$ cat config.mk
export PLATFORM = sky130hd
export DESIGN_NAME = data_memory_arbiter_flat
export DESIGN_NICKNAME = d
export VERILOG_FILES = /design/src/rtl/data_memory_arbiter_if.sv /design/src/rtl/data_memory_arbiter.sv /design/src/flat_wrapper.sv
export SDC_FILE = /design/constraint.sdc
export NUM_CORES = 1
export LEC_CHECK = 0
export CORE_ASPECT_RATIO = 1.75
export CORE_MARGIN = 2
export CORE_UTILIZATION = 36
export DETAILED_ROUTE_END_ITERATION = 7
export HOLD_SLACK_MARGIN = 0.02
export PLACE_DENSITY = 0.74
export SYNTH_ARGS = -nofsm -noshare
export SYNTH_HDL_FRONTEND = slang
export SYNTH_SLANG_ARGS = --single-unit
$ cat constraint.sdc
create_clock -name clock -period 2.1 [get_ports clock]
set_input_delay 0.315 -clock clock [delete_from_list [all_inputs] [get_ports clock]]
set_output_delay 0.315 -clock clock [all_outputs]
set_load 0.01 [all_outputs]
$ cat src/rtl/data_memory_arbiter_if.sv
// Bundle of the two requester ports and the single data-memory port shared by
// data_memory_arbiter; slave = arbiter, master = requesters, memory = RAM side.
interface data_memory_arbiter_if #(
    parameter int ADDR_W = 32,
    parameter int DATA_W = 32
);
    // Handshake: a requester raises req with we/addr/wdata stable and keeps them
    // until it sees its one-cycle ack; it drops req the cycle after ack, and a
    // req still high in that cycle is taken as a brand-new request.
    logic              req0, req1;
    logic              we0, we1;
    logic [ADDR_W-1:0] addr0, addr1;
    logic [DATA_W-1:0] wdata0, wdata1;
    logic              ack0, ack1;
    logic              err0, err1;
    logic [DATA_W-1:0] rdata0, rdata1;

    logic              MemWrite;
    logic              MemRead;
    logic [ADDR_W-1:0] address;
    logic [DATA_W-1:0] write_data;
    logic [DATA_W-1:0] read_data;

    modport slave (
        input  req0, req1, we0, we1, addr0, addr1, wdata0, wdata1, read_data,
        output ack0, ack1, err0, err1, rdata0, rdata1,
               MemWrite, MemRead, address, write_data
    );

    modport master (
        output req0, req1, we0, we1, addr0, addr1, wdata0, wdata1,
        input  ack0, ack1, err0, err1, rdata0, rdata1
    );

    modport memory (
        input  MemWrite, MemRead, address, write_data,
        output read_data
    );
endinterface

$ cat src/rtl/data_memory_arbiter.sv
// Round-robin arbiter sharing one single-ported data memory between two
// requesters; each grant is one memory cycle followed by a one-cycle ack.
module data_memory_arbiter #(
    parameter int DEPTH  = 32,
    parameter int ADDR_W = 32,
    parameter int DATA_W = 32
) (
    input  logic                 clock,
    input  logic                 reset,
    data_memory_arbiter_if.slave bus,
    output logic [1:0]           state_dbg
);

    typedef enum logic [1:0] {
        IDLE  = 2'd0,
        WRITE = 2'd1,
        READ  = 2'd2,
        RESP  = 2'd3
    } state_t;

    localparam logic [ADDR_W-1:0] LIMIT = ADDR_W'(DEPTH);

    state_t            state, state_nxt;
    logic              rr;
    logic              owner;
    logic              lat_err;
    logic [ADDR_W-1:0] lat_addr;
    logic [DATA_W-1:0] lat_wdata;
    logic [DATA_W-1:0] rdata0_q, rdata1_q;

    logic              sel_port;
    logic              sel_we;
    logic              sel_err;
    logic [ADDR_W-1:0] sel_addr;
    logic [DATA_W-1:0] sel_wdata;

    // rr only matters when both ports ask in the same IDLE cycle.
    always_comb begin
        sel_port  = (bus.req0 & bus.req1) ? rr : bus.req1;
        sel_we    = sel_port ? bus.we1    : bus.we0;
        sel_addr  = sel_port ? bus.addr1  : bus.addr0;
        sel_wdata = sel_port ? bus.wdata1 : bus.wdata0;
        sel_err   = (sel_addr >= LIMIT);
    end

    always_comb begin
        state_nxt = state;
        case (state)
            IDLE: begin
                if (bus.req0 | bus.req1) begin
                    if (sel_err)     state_nxt = RESP;
                    else if (sel_we) state_nxt = WRITE;
                    else             state_nxt = READ;
                end
            end
            WRITE:   state_nxt = RESP;
            READ:    state_nxt = RESP;
            RESP:    state_nxt = IDLE;
            default: state_nxt = IDLE;
        endcase
    end

    always_ff @(posedge clock) begin
        if (reset) begin
            state     <= IDLE;
            rr        <= 1'b0;
            owner     <= 1'b0;
            lat_err   <= 1'b0;
            lat_addr  <= '0;
            lat_wdata <= '0;
            rdata0_q  <= '0;
            rdata1_q  <= '0;
        end else begin
            state <= state_nxt;
            case (state)
                IDLE: begin
                    if (bus.req0 | bus.req1) begin
                        owner     <= sel_port;
                        lat_err   <= sel_err;
                        lat_addr  <= sel_addr;
                        lat_wdata <= sel_wdata;
                    end
                end
                READ: begin
                    if (owner) rdata1_q <= bus.read_data;
                    else       rdata0_q <= bus.read_data;
                end
                RESP:    rr <= ~owner;
                default: ;
            endcase
        end
    end

    // Enables are gated by reset so an in-flight write is aborted, not committed.
    always_comb begin
        bus.ack0       = (state == RESP) & ~owner;
        bus.ack1       = (state == RESP) &  owner;
        bus.err0       = bus.ack0 & lat_err;
        bus.err1       = bus.ack1 & lat_err;
        bus.rdata0     = rdata0_q;
        bus.rdata1     = rdata1_q;
        bus.MemWrite   = (state == WRITE) & ~reset;
        bus.MemRead    = (state == READ)  & ~reset;
        bus.address    = ((state == WRITE) || (state == READ)) ? lat_addr : '0;
        bus.write_data = (state == WRITE) ? lat_wdata : '0;
        state_dbg      = state;
    end

endmodule

$ cat src/flat_wrapper.sv
// flat-port wrapper written by rule: the top's interface ports become plain ports
module data_memory_arbiter_flat 
#(
    parameter int DEPTH  = 32,
    parameter int ADDR_W = 32,
    parameter int DATA_W = 32
)
  (clock, reset, state_dbg, bus_req0, bus_req1, bus_we0, bus_we1, bus_addr0, bus_addr1, bus_wdata0, bus_wdata1, bus_read_data, bus_ack0, bus_ack1, bus_err0, bus_err1, bus_rdata0, bus_rdata1, bus_MemWrite, bus_MemRead, bus_address, bus_write_data);
  data_memory_arbiter_if #(.ADDR_W(ADDR_W), .DATA_W(DATA_W)) bus_i ();
  input  logic clock;
  input  logic reset;
  output logic [1:0] state_dbg;
  input wire logic [$bits(bus_i.req0)-1:0] bus_req0;
  input wire logic [$bits(bus_i.req1)-1:0] bus_req1;
  input wire logic [$bits(bus_i.we0)-1:0] bus_we0;
  input wire logic [$bits(bus_i.we1)-1:0] bus_we1;
  input wire logic [$bits(bus_i.addr0)-1:0] bus_addr0;
  input wire logic [$bits(bus_i.addr1)-1:0] bus_addr1;
  input wire logic [$bits(bus_i.wdata0)-1:0] bus_wdata0;
  input wire logic [$bits(bus_i.wdata1)-1:0] bus_wdata1;
  input wire logic [$bits(bus_i.read_data)-1:0] bus_read_data;
  output wire logic [$bits(bus_i.ack0)-1:0] bus_ack0;
  output wire logic [$bits(bus_i.ack1)-1:0] bus_ack1;
  output wire logic [$bits(bus_i.err0)-1:0] bus_err0;
  output wire logic [$bits(bus_i.err1)-1:0] bus_err1;
  output wire logic [$bits(bus_i.rdata0)-1:0] bus_rdata0;
  output wire logic [$bits(bus_i.rdata1)-1:0] bus_rdata1;
  output wire logic [$bits(bus_i.MemWrite)-1:0] bus_MemWrite;
  output wire logic [$bits(bus_i.MemRead)-1:0] bus_MemRead;
  output wire logic [$bits(bus_i.address)-1:0] bus_address;
  output wire logic [$bits(bus_i.write_data)-1:0] bus_write_data;
  assign bus_i.req0 = bus_req0;
  assign bus_i.req1 = bus_req1;
  assign bus_i.we0 = bus_we0;
  assign bus_i.we1 = bus_we1;
  assign bus_i.addr0 = bus_addr0;
  assign bus_i.addr1 = bus_addr1;
  assign bus_i.wdata0 = bus_wdata0;
  assign bus_i.wdata1 = bus_wdata1;
  assign bus_i.read_data = bus_read_data;
  assign bus_ack0 = bus_i.ack0;
  assign bus_ack1 = bus_i.ack1;
  assign bus_err0 = bus_i.err0;
  assign bus_err1 = bus_i.err1;
  assign bus_rdata0 = bus_i.rdata0;
  assign bus_rdata1 = bus_i.rdata1;
  assign bus_MemWrite = bus_i.MemWrite;
  assign bus_MemRead = bus_i.MemRead;
  assign bus_address = bus_i.address;
  assign bus_write_data = bus_i.write_data;
  data_memory_arbiter #(.DEPTH(DEPTH), .ADDR_W(ADDR_W), .DATA_W(DATA_W)) u_core (.clock(clock), .reset(reset), .bus(bus_i), .state_dbg(state_dbg));
endmodule
==> out/results.txt <==
outcome: complete, no violations
syn_area_per_cell: 8.45 um2
Synth Area in Compound Gates: 15.1%
setup repair after global routing missed its margin: no
fin crit period: 2.04 ns
Starting DRT DRC Count: 152
Max Fclk: 0.491 GHz
Final Hold Fails: 0
number of synthesized register bits: 133
gr ovfl total: 0
Post-Synthesis Cells: 697
post-synthesis adder-cell area fraction: 0.849%
HP Class: in -> reg
Mapped Nets: 867
PD cells: 1100 mW/mm2
GP Congestion: 0.852
Leak Pwr: 4.08 nW
CTS sink count: 133
DRC: 0
nets: 1155
initial antenna violation count: 0
I/O pin total: 302
Die Ht: 173 um
CP arrival: 1.72 ns
post-place setup slack: -0.0725 ns
hpwl dp: 14900 um
crit end category: output port
share of post-route cells with drive strength above 1: 8.12%
final worst setup slack: 0.0648 ns
drt first pass iters: 6
placed cell areas: 0.00917 mm2
CTS H-Tree Depth: 4
required time worst endpoint: 1.78 ns
Clk Tree Root Cell: clkbuf_16
initial core utilization: 36.9%
final wirelength: 19900 um
Core Area: 0.0160 mm2
Port Buffers: 301
worst slew pin tran: 0.532 ns
Yosys cell types: 34
Layout Cell Area excl Fill: 0.00965 mm2
mapped cell area: 0.00589 mm2
mux cell area share after synthesis: 10.9%
Final period util: 96.9%
Ant. Diodes: 0
Setup-failing EPs final: 0
yosys warns: 0
top post-synthesis cells by area: dfxtp_1 45%, mux2i_1 11%, nand2_1 8.4%, a211oi_1 8.2%, and2_1 7.1%
largest net degree at the start of global routing: 117
Row Count: 61
routed len/inst: 16.7 um
gr usage total: 22.9%
Die Width: 101 um
antenna viol nets, final: 0
largest fanout on the critical path: 33
Slew headroom: 64.2%
area delta synth->final: 63.7%
Setup Fix Bufs, Post-CTS: 0
max_cap viols: 0
Final Max Tran Viols: 0
ys async rst share: 0%
die area: 0.0174 mm2
Seq/Total Area, Yosys: 45.2%
Post-synth top flop: dfxtp_1
CTS tree: yes
top cell type by total area after synthesis: dfxtp_1
Post-synth EDFFs: 0
critical path startpoint category: register
Synth top area share: 45.2%
Vias per Instance: 4.93
Skew-Pair Late Insertion Delay: 0.42 ns
main combinational cell family by area after synthesis: simple AND/OR/NAND/NOR gates
clk slew on worst S/H paths: 0.06 ns
maximum vdd drop: 584 uV
Fin Clk Skew: 0.0132 ns
CTS buffer count: 17
first-pass GRT wire length: 31100 um
simple-gate share of the synthesized area: 22.8%
vias in the first global route: 5936
Longest Clk Path Bufs: 2
total power after layout: 10.7 mW
XOR/XNOR Fraction of Synth Area: 0%
kind of critical path: reg -> out
routed via count: 5848
-- state kept, by name (all words and copies together), names as in the netlist --
signal	count
u_core.bus.rdata0	32
u_core.bus.rdata1	32
u_core.lat_addr	32
u_core.lat_err	1
u_core.lat_wdata	32
u_core.owner	1
u_core.rr	1
u_core.state_dbg	2
-- power by group --
group	total, mW	switching [mW]	internal (mW)
combinational	4.38	2.25	2.13
clock	2.80	1.24	1.56
sequential	3.48	0.306	3.17
total	10.7	3.80	6.86
-- worst paths after layout --
kind / from / endpoint / slack (ns) / cells past startpoint
min reg2reg: u_core.bus.rdata0[17] / u_core.bus.rdata0[17] / 0.45 / 2
max reg2reg: u_core.rr / u_core.lat_addr[22] / 0.52 / 5
max: u_core.state_dbg[0] / bus_write_data[19] / 0.06 / 5
min: reset / u_core.bus.rdata1[16] / 0.25 / 2
-- layout make-up --
cell class | count | area [um2]
timing repair buffer | 326 | 3200
clock buffer | 17 | 425
inverter | 5 | 18.8
clock inverter | 15 | 138
sequential | 133 | 2660
multi-input combinational | 502 | 2960
fill | 1453 | 6310
tap | 189 | 236
-- metal layers --
layer  wire length, um  global-route usage [%]  up-vias
li1                  -                       -     2960
met1              7380                    24.5     2623
met2             10700                    41.9      221
met3               953                    4.19       44
met4               838                    11.2        0
met5                 0                       0        -
-- cells by family (layout without fill, tap and decap cells) --
| group | Yosys count | count (layout) |
|---|---|---|
| buf+inv | 62 | 363 |
| mux | 64 | 64 |
| simple gates | 294 | 294 |
| compound gates | 140 | 140 |
| flops | 133 | 133 |
| fa+ha+maj | 4 | 4 |
-- critical path, stage by stage (launching register included) --
cell	delay, ns
dfxtp_1	0.32
buf_4	0.13
ha_2	0.19
buf_12	0.18
and2_1	0.14
dlygate4sd2_1	0.34
-- what timing repair did --
action	in CTS	in global routing
pin swaps	0	1
hold buffers	0	0
gates cloned	1	0
gates resized for setup	102	18
setup endpoints to repair	69	18
hold endpoints to repair	0	0
-- cell usage after synthesis (all sizes together), types with 2 or more instances --
cell / count
ha: 4
dfxtp: 133
a21oi: 65
o32ai: 2
nor4: 12
a211oi: 64
nor2b: 5
nand4: 2
mux2i: 64
nor3: 2
clkbuf: 41
inv: 5
nor2: 67
and2: 67
nand2: 132
buf: 16
o21ai: 2
or3: 3
o211ai: 2
-- stage by stage --
stage	util [%]	hold WS, ns	cells	TNS (ns)
after global routing	60.5	0.269	1187	0
after CTS	61.0	0.246	1187	-0.00606
final	60.5	0.251	1187	0
after detailed placement	57.5	0.446	1154	-0.181
after global placement	57.5	0.441	1154	-0.200
after floorplan	-	0.451	697	0
-- layout by cell type (no fill, tap or decap), types with 2 or more instances in the layout --
cell / Yosys / layout
o211ai_1: 2 / 2
or3_1: 3 / 3
and2_1: 67 / 67
o32ai_1: 2 / 2
dlymetal6s2s_1: 0 / 2
nor4_1: 12 / 12
inv_2: 1 / 2
ha_2: 0 / 2
nor2_1: 67 / 67
inv_6: 0 / 6
clkinvlp_4: 0 / 5
a211oi_1: 64 / 64
inv_8: 0 / 2
nand4_1: 2 / 2
a21oi_1: 65 / 65
buf_12: 0 / 9
nand2_1: 132 / 132
clkbuf_16: 0 / 17
nor3_1: 2 / 2
buf_4: 3 / 16
inv_1: 4 / 3
clkdlybuf4s50_1: 0 / 230
dfxtp_1: 133 / 133
dlygate4sd2_1: 0 / 52
mux2i_1: 64 / 64
nor2b_1: 5 / 4
buf_2: 4 / 14
Power figures use the tool's default switching activity.
